===== src/rtl/stopwatch_ctrl.sv =====
// Stopwatch run/pause/done controller driving a ripple chain of NUM_DIGITS digit counters.
// Optional lap/freeze feature compiled in with `define STOPWATCH_CTRL_LAP_EN.
module stopwatch_ctrl #(
    parameter int NUM_DIGITS = 4
) (
    input  logic                  clk,
    input  logic                  rst_n,
    input  logic                  tick,
    input  logic                  start_stop,
    input  logic                  clear,
    input  logic                  dir_up,
    input  logic [NUM_DIGITS-1:0] thr,
`ifdef STOPWATCH_CTRL_LAP_EN
    input  logic                  lap,
    output logic                  freeze,
`endif
    output logic [NUM_DIGITS-1:0] cnt_en,
    output logic                  cnt_up_down,
    output logic                  cnt_clr,
    output logic                  running,
    output logic                  done
);

    typedef enum logic [1:0] {
        ST_IDLE  = 2'd0,
        ST_RUN   = 2'd1,
        ST_PAUSE = 2'd2,
        ST_DONE  = 2'd3
    } state_t;

    state_t                state_r;
    logic                  ss_prev_r;
    logic                  clr_prev_r;
    logic                  armed_r;
    logic                  cnt_up_down_r;
    logic                  cnt_clr_r;
    logic                  ss_edge_s;
    logic                  clr_edge_s;
    logic                  zero_hit_s;
    logic [NUM_DIGITS-1:0] en_s;

    // armed_r masks the first cycle after reset so a level already high is not taken as an edge
    assign ss_edge_s  = armed_r & start_stop & ~ss_prev_r;
    assign clr_edge_s = armed_r & clear & ~clr_prev_r;
    assign zero_hit_s = (state_r == ST_RUN) & tick & ~cnt_up_down_r & (&thr);

    // Ripple enable chain; the whole chain is suppressed when a down count reaches zero
    always_comb begin
        en_s = '0;
        if ((state_r == ST_RUN) && !zero_hit_s) begin
            en_s[0] = tick;
        end else begin
            en_s[0] = 1'b0;
        end
        for (int i = 1; i < NUM_DIGITS; i++) begin
            en_s[i] = en_s[i-1] & thr[i-1];
        end
    end

    // Control FSM with edge-detect history, direction latch and clear pulse
    always_ff @(posedge clk or negedge rst_n) begin
        if (!rst_n) begin
            state_r       <= ST_IDLE;
            ss_prev_r     <= 1'b0;
            clr_prev_r    <= 1'b0;
            armed_r       <= 1'b0;
            cnt_up_down_r <= 1'b1;
            cnt_clr_r     <= 1'b0;
        end else begin
            ss_prev_r  <= start_stop;
            clr_prev_r <= clear;
            armed_r    <= 1'b1;
            cnt_clr_r  <= clr_edge_s;
            if (state_r == ST_IDLE) begin
                cnt_up_down_r <= dir_up;
            end else begin
                cnt_up_down_r <= cnt_up_down_r;
            end
            case (state_r)
                ST_IDLE: begin
                    if (clr_edge_s) begin
                        state_r <= ST_IDLE;
                    end else if (ss_edge_s) begin
                        state_r <= ST_RUN;
                    end else begin
                        state_r <= ST_IDLE;
                    end
                end
                ST_RUN: begin
                    if (clr_edge_s) begin
                        state_r <= ST_IDLE;
                    end else if (zero_hit_s) begin
                        state_r <= ST_DONE;
                    end else if (ss_edge_s) begin
                        state_r <= ST_PAUSE;
                    end else begin
                        state_r <= ST_RUN;
                    end
                end
                ST_PAUSE: begin
                    if (clr_edge_s) begin
                        state_r <= ST_IDLE;
                    end else if (ss_edge_s) begin
                        state_r <= ST_RUN;
                    end else begin
                        state_r <= ST_PAUSE;
                    end
                end
                ST_DONE: begin
                    if (clr_edge_s) begin
                        state_r <= ST_IDLE;
                    end else begin
                        state_r <= ST_DONE;
                    end
                end
                default: begin
                    state_r <= ST_IDLE;
                end
            endcase
        end
    end

`ifdef STOPWATCH_CTRL_LAP_EN
    logic lap_prev_r;
    logic freeze_r;
    logic lap_edge_s;

    assign lap_edge_s = armed_r & lap & ~lap_prev_r;

    // Lap freeze toggles only while running and drops whenever the FSM heads to IDLE or DONE
    always_ff @(posedge clk or negedge rst_n) begin
        if (!rst_n) begin
            lap_prev_r <= 1'b0;
            freeze_r   <= 1'b0;
        end else begin
            lap_prev_r <= lap;
            if (clr_edge_s || zero_hit_s) begin
                freeze_r <= 1'b0;
            end else if (lap_edge_s && (state_r == ST_RUN)) begin
                freeze_r <= ~freeze_r;
            end else begin
                freeze_r <= freeze_r;
            end
        end
    end

    assign freeze = freeze_r;
`endif

    assign cnt_en      = en_s;
    assign cnt_up_down = cnt_up_down_r;
    assign cnt_clr     = cnt_clr_r;
    assign running     = (state_r == ST_RUN);
    assign done        = (state_r == ST_DONE);

endmodule


===== config.mk =====
export PLATFORM = sky130hd
export DESIGN_NAME = stopwatch_ctrl
export DESIGN_NICKNAME = d
export VERILOG_FILES = /design/src/rtl/stopwatch_ctrl.sv
export SDC_FILE = /design/constraint.sdc
export NUM_CORES = 1
export LEC_CHECK = 0
export ABC_AREA = 1
export BUFFER_PORTS_ARGS = -buffer_cell sky130_fd_sc_hd__buf_2
export CAP_MARGIN = 20
export CORE_AREA = 10 10 47 49
export DETAILED_ROUTE_END_ITERATION = 10
export DIE_AREA = 0 0 57 59
export GPL_TIMING_DRIVEN = 0
export SLEW_MARGIN = 20
export SYNTH_ARGS = -nofsm -noshare
export SYNTH_HDL_FRONTEND = slang
export SYNTH_SLANG_ARGS = --single-unit

===== constraint.sdc =====
create_clock -name clk -period 1.1 [get_ports clk]
set_input_delay 0.055 -clock clk [delete_from_list [all_inputs] [get_ports clk]]
set_output_delay 0.055 -clock clk [all_outputs]
set_load 0.02 [all_outputs]

* Word-level counts from Yosys, hierarchy flattened
Index checks and enable logic that the tools add are counted.
** Storage, ports and cells
- Output and inout port bits :: 8
- Register bits after elaboration :: 7
- Input port bits :: 10
- Logic and storage cells :: 36
** Cells by class
- Reduce and logical (&&, ||, !) cells :: 4
- Bitwise gates (word level) :: 13
- Equal/unequal tests :: 3
- Muxes and demuxes :: 10
** Operators with widths (count)
- $mux 2 :: 6
- $and 1x1->1 :: 10
- $pmux 2 s4 :: 1
- $eq 2x2->1 const B :: 2
- $reduce_and 4->1 :: 1
- $mux 1 :: 3
- $not 1->1 :: 3
- $eq 2x1->1 const B :: 1
- $logic_not 2->1 :: 1
- $logic_and 1x1->1 :: 1
- $logic_not 1->1 :: 1

* Logic depth before layout (Yosys ltp)
Gate-level depths: netlist (run 1).
- Word-level depth :: 10
- Mapped depth :: 7
- Gate-level depth less buffers :: 7

* Worst setup path before layout (run 1)
Ideal clock, no wire load.
- Kind :: register to output
- Start point :: reg cnt_up_down_r (netlist: cnt_up_down)
- End point :: out cnt_en[1]
- Arrival time :: 1.275 ns
- Cell stages (with the launch flop) :: 5
- Data required time :: 1.045 ns
- Path buffers :: 0
- Setup slack :: -0.230 ns
- Path through :: dfstp_2 -> inv_1 -> nand2_1 -> nor2_2 -> nor3b_1
** Between the ends
- Longest elaborated chain between the ends :: 7
** Ends and longest elaborated chain
- start: declaration :: RTL line 35 : logic cnt_up_down_r;
- start signal: assignment :: RTL line 75 : cnt_up_down_r <= dir_up;
- start signal: assignment :: RTL line 77 : cnt_up_down_r <= cnt_up_down_r;
- $not 1->1 :: RTL line 45 : assign zero_hit_s = (state_r == ST_RUN) & tick & ~cnt_up_down_r & (&thr);
- $and 1x1->1 (2 in a row) :: RTL line 45
- $logic_not 1->1 :: RTL line 50 : if ((state_r == ST_RUN) && !zero_hit_s) begin
- $logic_and 1x1->1 :: RTL line 50
- $mux 1 :: RTL line 50
- $and 1x1->1 :: RTL line 56 : en_s[i] = en_s[i-1] & thr[i-1];
- end: declaration :: RTL line 17 : output logic [NUM_DIGITS-1:0] cnt_en,
No other way between the ends.

* Final worst setup path (run 1)
- Start point :: reg cnt_up_down_r (netlist: cnt_up_down)
- End point :: out cnt_en[3]
** Between the ends
- Longest elaborated chain between the ends :: 9
** Ends and longest elaborated chain (RTL line)
- $not 1->1 :: 45
- $and 1x1->1 (2 in a row) :: 45
- $logic_not 1->1 :: 50
- $logic_and 1x1->1 :: 50
- $mux 1 :: 50
- $and 1x1->1 (3 in a row) :: 56
No other way between the ends.

==> results.cfg, run 1 <==
[placed_design]
dpl.hpwl_um = 715
dp_cells = 85
port_buffers = 17
gp_congestion = 0.757
placed_area_um2 = 500

[floorplan]
core-area_um2 = 1400
num_rows = 14
die_h_um = 59
start_util_pct = 27.5
io_pins = 18
dieWidth_um = 57
dieArea_um2 = 3360

[synth]
synth-adder-area-share_pct = 0
yosys-top-cells-count = nand2_1 (12), inv_1 (10), nor2_1 (7)
ys_ff_latch = 7
ys_dominant_reg_cell = dfrtp_1
synthesis.instances = 52
synth_compound_area_share_pct = 2.60
synth_top_family_by_area = simple AND/OR/NAND/NOR gates
synth_area_leaders = dfrtp_1 (39%), nand2_1 (12%), inv_1 (9.7%), dfstp_2 (6.8%), nor2_1 (6.8%)
synthDominantCellAreaShare_pct = 39.0
synth_edf_count = 0
ys_types = 16
synth_nets = 62
synth-xor-area-share_pct = 0
syn_area_per_cell_um2 = 7.41
muxShareOfSynthArea_pct = 0
yosys.area.top_type = dfrtp_1
netlist_area_um2 = 385
synth-simple-area-share_pct = 39.0
async_reset_ff_share_pct = 100
yosysWarnings = 0
synth_most_common_cell = nand2_1
synth-seq-area-share_pct = 45.8

[critical_path]
reg2reg_to = state_r[1]
crit_type = reg2out
worst-r2r-cell-count = 8
cp-endpoint = cnt_en[3]
critPathLaunchType = flop
crit_fanout = 3
crit_arrival_ns = 1.34
cp.required_ns = 1.04
worstSetupEndpointType = primary output
startpoint = cnt_up_down
timing.rr.start = state_r[1]
r2r_slack_ns = 0.04

[drt]
routed_wirelength_um = 971
drc = 0
dr_total_vias = 392
drt_iter0_markers = 1
drt-pass1-iter-count = 2
viasPerCell = 4.08
ant_nets = 0
detail_route.wl_per_cell_um = 10.1

[final_layout]
postLayoutCoreUtil_pct = 44.2
final_nets = 91
final_area_um2 = 619
fillerInstances = 152
area_growth_pct = 60.7
instances_no_fill = 96
antenna_cells = 0
drive_gt1_share_pct = 48.8

[timing]
fin_ws_ns = -0.291
grt_setup_unrepaired = yes
finalMaxSlewViolations = 0
finalCritPeriodShare_pct = 126
maxClockFrequency_ghz = 0.719
finalSetupViolCount = 5
final_hold_viol_count = 0
period_minus_slack_ns = 1.39
finClkSkew_ns = 0.00692

[global_route]
grt_max_degree = 8
grt_pass1_vias = 388
grt_overflow = 0
grt_use_total_pct = 5.89
antenna_found_initial = 0
grt_pass1_wl_mm = 1.58

[status]
status = finished with violations
failed_checks = setup timing

[clocking]
cts.clk_slew.worst_paths_ns = 0.06
root_buffer = clkbuf_4
cts_tree = yes
clockBufferDepth = 2
htreeDepth = 1
clock_sinks = 7
numCtsBuffers = 3
clk_latency_ns = 0.26

[min_path]
hp-class = in2reg

[power_and_ir_drop]
vdd_ir_drop_max_uv = 890
power_per_cell_area_nw_per_um2 = 1630
p_leak_nw = 0.353

[flow_run]
max_cap_viol_count = 0
-- registers in the layout, indices dropped and copies added (netlist names) --
register	cells
armed_r	1
clr_prev_r	1
cnt_clr	1
cnt_up_down	1
ss_prev_r	1
state_r	2
-- metrics by stage --
step / TNS (ns) / total power [mW] / hold WS (ns) / setup slack, ns
2_1_floorplan: -0.271 / 0.567 / -0.241 / -0.130
3_3_place_gp: -0.0767 / 0.657 / -0.104 / -0.0511
3_5_place_dp: -0.132 / 0.663 / -0.106 / -0.0789
4_1_cts: -0.986 / 0.955 / 0.00174 / -0.310
5_1_grt: -1.33 / 1.06 / 0.0210 / -0.350
6_report: -1.03 / 1.01 / 0.00122 / -0.291
-- per-layer routing --
layer / part of all wire, % / track usage (%)
met1: 36 / 5.26
met2: 55 / 10.2
met3: 4.7 / 1.72
met4: 3.7 / 6.04
met5: 0 / 0
-- kinds of logic after synthesis --
family,after synthesis
compound gates,2
simple gates,30
other cells,1
buf+inv,12
flops,7
-- critical path, cell delays in order (launching register included) --
cell and delay, ns:
dfstp_2 0.53, inv_2 0.04, nand2_2 0.06, nor2_4 0.05, nor2_4 0.08, nand3_2 0.10
nor2_4 0.10, buf_6 0.12
-- power breakdown --
group	total (mW)	switching (mW)	leakage [nW]	internal [mW]
combinational	0.408	0.225	0.254	0.183
sequential	0.352	0.0367	0.0838	0.316
clock	0.249	0.110	0.0150	0.139
total	1.01	0.371	0.353	0.638
-- layout by cell type, fill, tap and decap left out --
cell type,netlist,routed
o21ai_0,1,1
nor3b_2,0,1
nand2_2,1,3
dfrtp_1,6,5
buf_2,0,13
buf_6,0,3
o21ai_1,1,1
dfstp_2,1,1
buf_4,0,5
dfrtp_2,0,1
dlygate4sd3_1,0,3
inv_2,2,4
nand2_1,12,10
nand3_1,4,4
clkbuf_1,0,1
nor2_1,7,7
inv_1,10,8
conb_1,1,1
nand2_4,1,1
nor2_4,1,3
clkbuf_4,0,3
nand3_2,1,1
-- area by class of cell --
| class | instances | area [µm²] | area share, % |
|---|---|---|---|
| Timing Repair Buffer | 24 | 166 | 26.9 |
| Sequential cell | 7 | 178 | 28.7 |
| Multi-Input combinational cell | 33 | 184 | 29.7 |
| Inverter | 12 | 45.0 | 7.27 |
| Tap cell | 16 | 20.0 | 3.23 |
| Clock buffer | 4 | 26.3 | 4.24 |
-- how the worst min path moves through the flow --
stage / startpoint / to / slack (ns) / depth (start not counted)
after floorplan: rst_n / armed_r / -0.24 / 0
after global placement: rst_n / state_r[1] / -0.10 / 1
after detailed placement: rst_n / state_r[1] / -0.11 / 1
after CTS: dir_up / cnt_up_down / 0.002 / 3
after global routing: dir_up / cnt_up_down / 0.02 / 3
final: dir_up / cnt_up_down / 0.001 / 3
-- repair_timing --
action / 4_1_cts / 5_1_grt
setup endpoints to repair: 5 / 8
hold endpoints to repair: 9 / 0
setup buffers: 1 / 3
gates resized for setup: 8 / 4
hold buffers: 3 / 0
(Power assumes the default switching activity.)
==> run 2, diff against run 1 <==
--- a/config.mk
+++ b/config.mk
@@ -12,6 +12,7 @@
 export DETAILED_ROUTE_END_ITERATION = 10
 export DIE_AREA = 0 0 57 59
 export GPL_TIMING_DRIVEN = 0
+export HOLD_SLACK_MARGIN = 0.15
 export SLEW_MARGIN = 20
 export SYNTH_ARGS = -nofsm -noshare
 export SYNTH_HDL_FRONTEND = slang
==> run 2 against run 1 <==
Clock skew fell by 0.0045 ns; clock-buffer cell count stayed put; the run still ends with setup timing left; non-clock buffer count is 2 higher; routed wire length up 5.4%; largest power group unchanged; sequential share of layout area down 1.0 points; final cell count increased by 2.1%; global-route usage rose by 0.25 points; first-iteration DRC count increased by 100%.
==> results.cfg, run 2 (synthesized netlist as in run 1, its figures left out) <==
[status]
status = finished with violations
failed_checks = setup timing

[min_path]
hold_depth = 7
hp-class = in2reg
min_to = state_r[0]
hp-start = tick

[critical_path]
crit_arrival_ns = 1.33
worstSetupEndpointType = primary output
worst-r2r-cell-count = 8
timing.rr.start = state_r[1]
r2r_slack_ns = 0.04
crit_fanout = 3
cp.required_ns = 1.04
critPathLaunchType = flop
reg2reg_to = state_r[1]
crit_type = reg2out

[power_and_ir_drop]
p_leak_nw = 0.361
seq_power_share_pct = 35.3
combinationalPowerShare_pct = 40.3
report.power.total_mw = 0.997
vdd_ir_drop_max_uv = 891
clock_power_share_pct = 24.4
power_per_cell_area_nw_per_um2 = 1550
p_int_mw = 0.631
p_sw_share_pct = 36.7
switchingPower_mw = 0.366

[drt]
routed_wirelength_mm = 1.02
dr_total_vias = 390
ant_nets = 0
drc = 0
detail_route.wl_per_cell_um = 10.4
drt_iter0_markers = 2
viasPerCell = 3.98
drt-pass1-iter-count = 3

[global_route]
grt_use_total_pct = 6.15
grt_max_degree = 7
grt_overflow = 0
antenna_found_initial = 0
grt_pass1_wl_mm = 1.65
grt_pass1_vias = 416

[flow_run]
max_cap_viol_count = 0

[clocking]
cts_tree = yes
clk_latency_ns = 0.26
clockBufferDepth = 2
cts.clk_slew.worst_paths_ns = 0.05
htreeDepth = 1
clock_sinks = 7
numCtsBuffers = 3
root_buffer = clkbuf_4

[floorplan]
die_h_um = 59
num_rows = 14
start_util_pct = 27.5
dieArea_um2 = 3360
dieWidth_um = 57
io_pins = 18
core-area_um2 = 1400

[placed_design]
dp_cells = 85
dpl.hpwl_um = 715
gp_congestion = 0.757
port_buffers = 17
dp_slack_ns = -0.0789
placed_area_um2 = 500

[final_layout]
postLayoutCoreUtil_pct = 45.8
final_area_um2 = 642
most-common-layout-cells = buf_2 (13), nand2_1 (10), inv_1 (8)
instances_no_fill = 98
largest-register = state_r
final_common_cell = buf_2
antenna_cells = 0
final_nets = 93
area_growth_pct = 66.6
largest_reg_flops = 2
fillerInstances = 155
drive_gt1_share_pct = 46.3

[timing]
fin_ws_ns = -0.289
maxClockFrequency_ghz = 0.720
setup_tns_ns = -1.01
finalSetupViolCount = 5
grt_setup_unrepaired = yes
final_hold_viol_count = 0
finClkSkew_ns = 0.00244
finalCritPeriodShare_pct = 126
holdWs_ns = 0.265
finalMaxSlewViolations = 0
period_minus_slack_ns = 1.39
[run 2: what timing repair did]
item	4_1_cts	5_1_grt
resized for setup	8	4
setup buffers	1	2
hold buffers	6	0
endpoints found under the setup margin	5	8
endpoints found under the hold margin	11	0
[run 2: critical path, stage by stage, from the launching register on]
cell     delay (ns)
dfstp_2        0.53
inv_2          0.04
nand2_2        0.06
nor2_4         0.05
nor2_4         0.08
nand3_2        0.10
nor2_4         0.10
buf_6          0.12
[run 2: power groups by stage]
stage	clock [mW]	combinational (mW)	sequential (mW)
floorplan	0	0.188	0.379
global placement	0	0.299	0.358
detailed placement	0	0.303	0.360
CTS	0.252	0.361	0.351
global route	0.255	0.448	0.360
finish	0.244	0.402	0.352
[run 2: layout make-up]
cell class,instances,area [µm²],area share [%]
timing repair buffer,26,189,29.4
inverter,12,45.0,7.02
tap,16,20.0,3.12
clock buffer,4,26.3,4.09
sequential,7,178,27.7
multi-input combinational,33,184,28.7
[run 2: layer usage]
metal,vias to the layer above,wire (µm),track usage [%]
li1,211,-,-
met1,168,375,5.85
met2,7,576,10.5
met3,4,36,1.50
met4,0,36,6.04
met5,-,0,0
[run 2: worst max-delay path by stage]
stage / from / endpoint / slack, ns / cells past startpoint
floorplan: cnt_up_down / cnt_en[2] / -0.13 / 6
global placement: state_r[1] / cnt_en[3] / -0.05 / 8
detailed placement: state_r[1] / cnt_en[3] / -0.08 / 8
CTS: cnt_up_down / cnt_en[3] / -0.31 / 7
global route: state_r[1] / cnt_en[3] / -0.36 / 8
finish: cnt_up_down / cnt_en[3] / -0.29 / 7
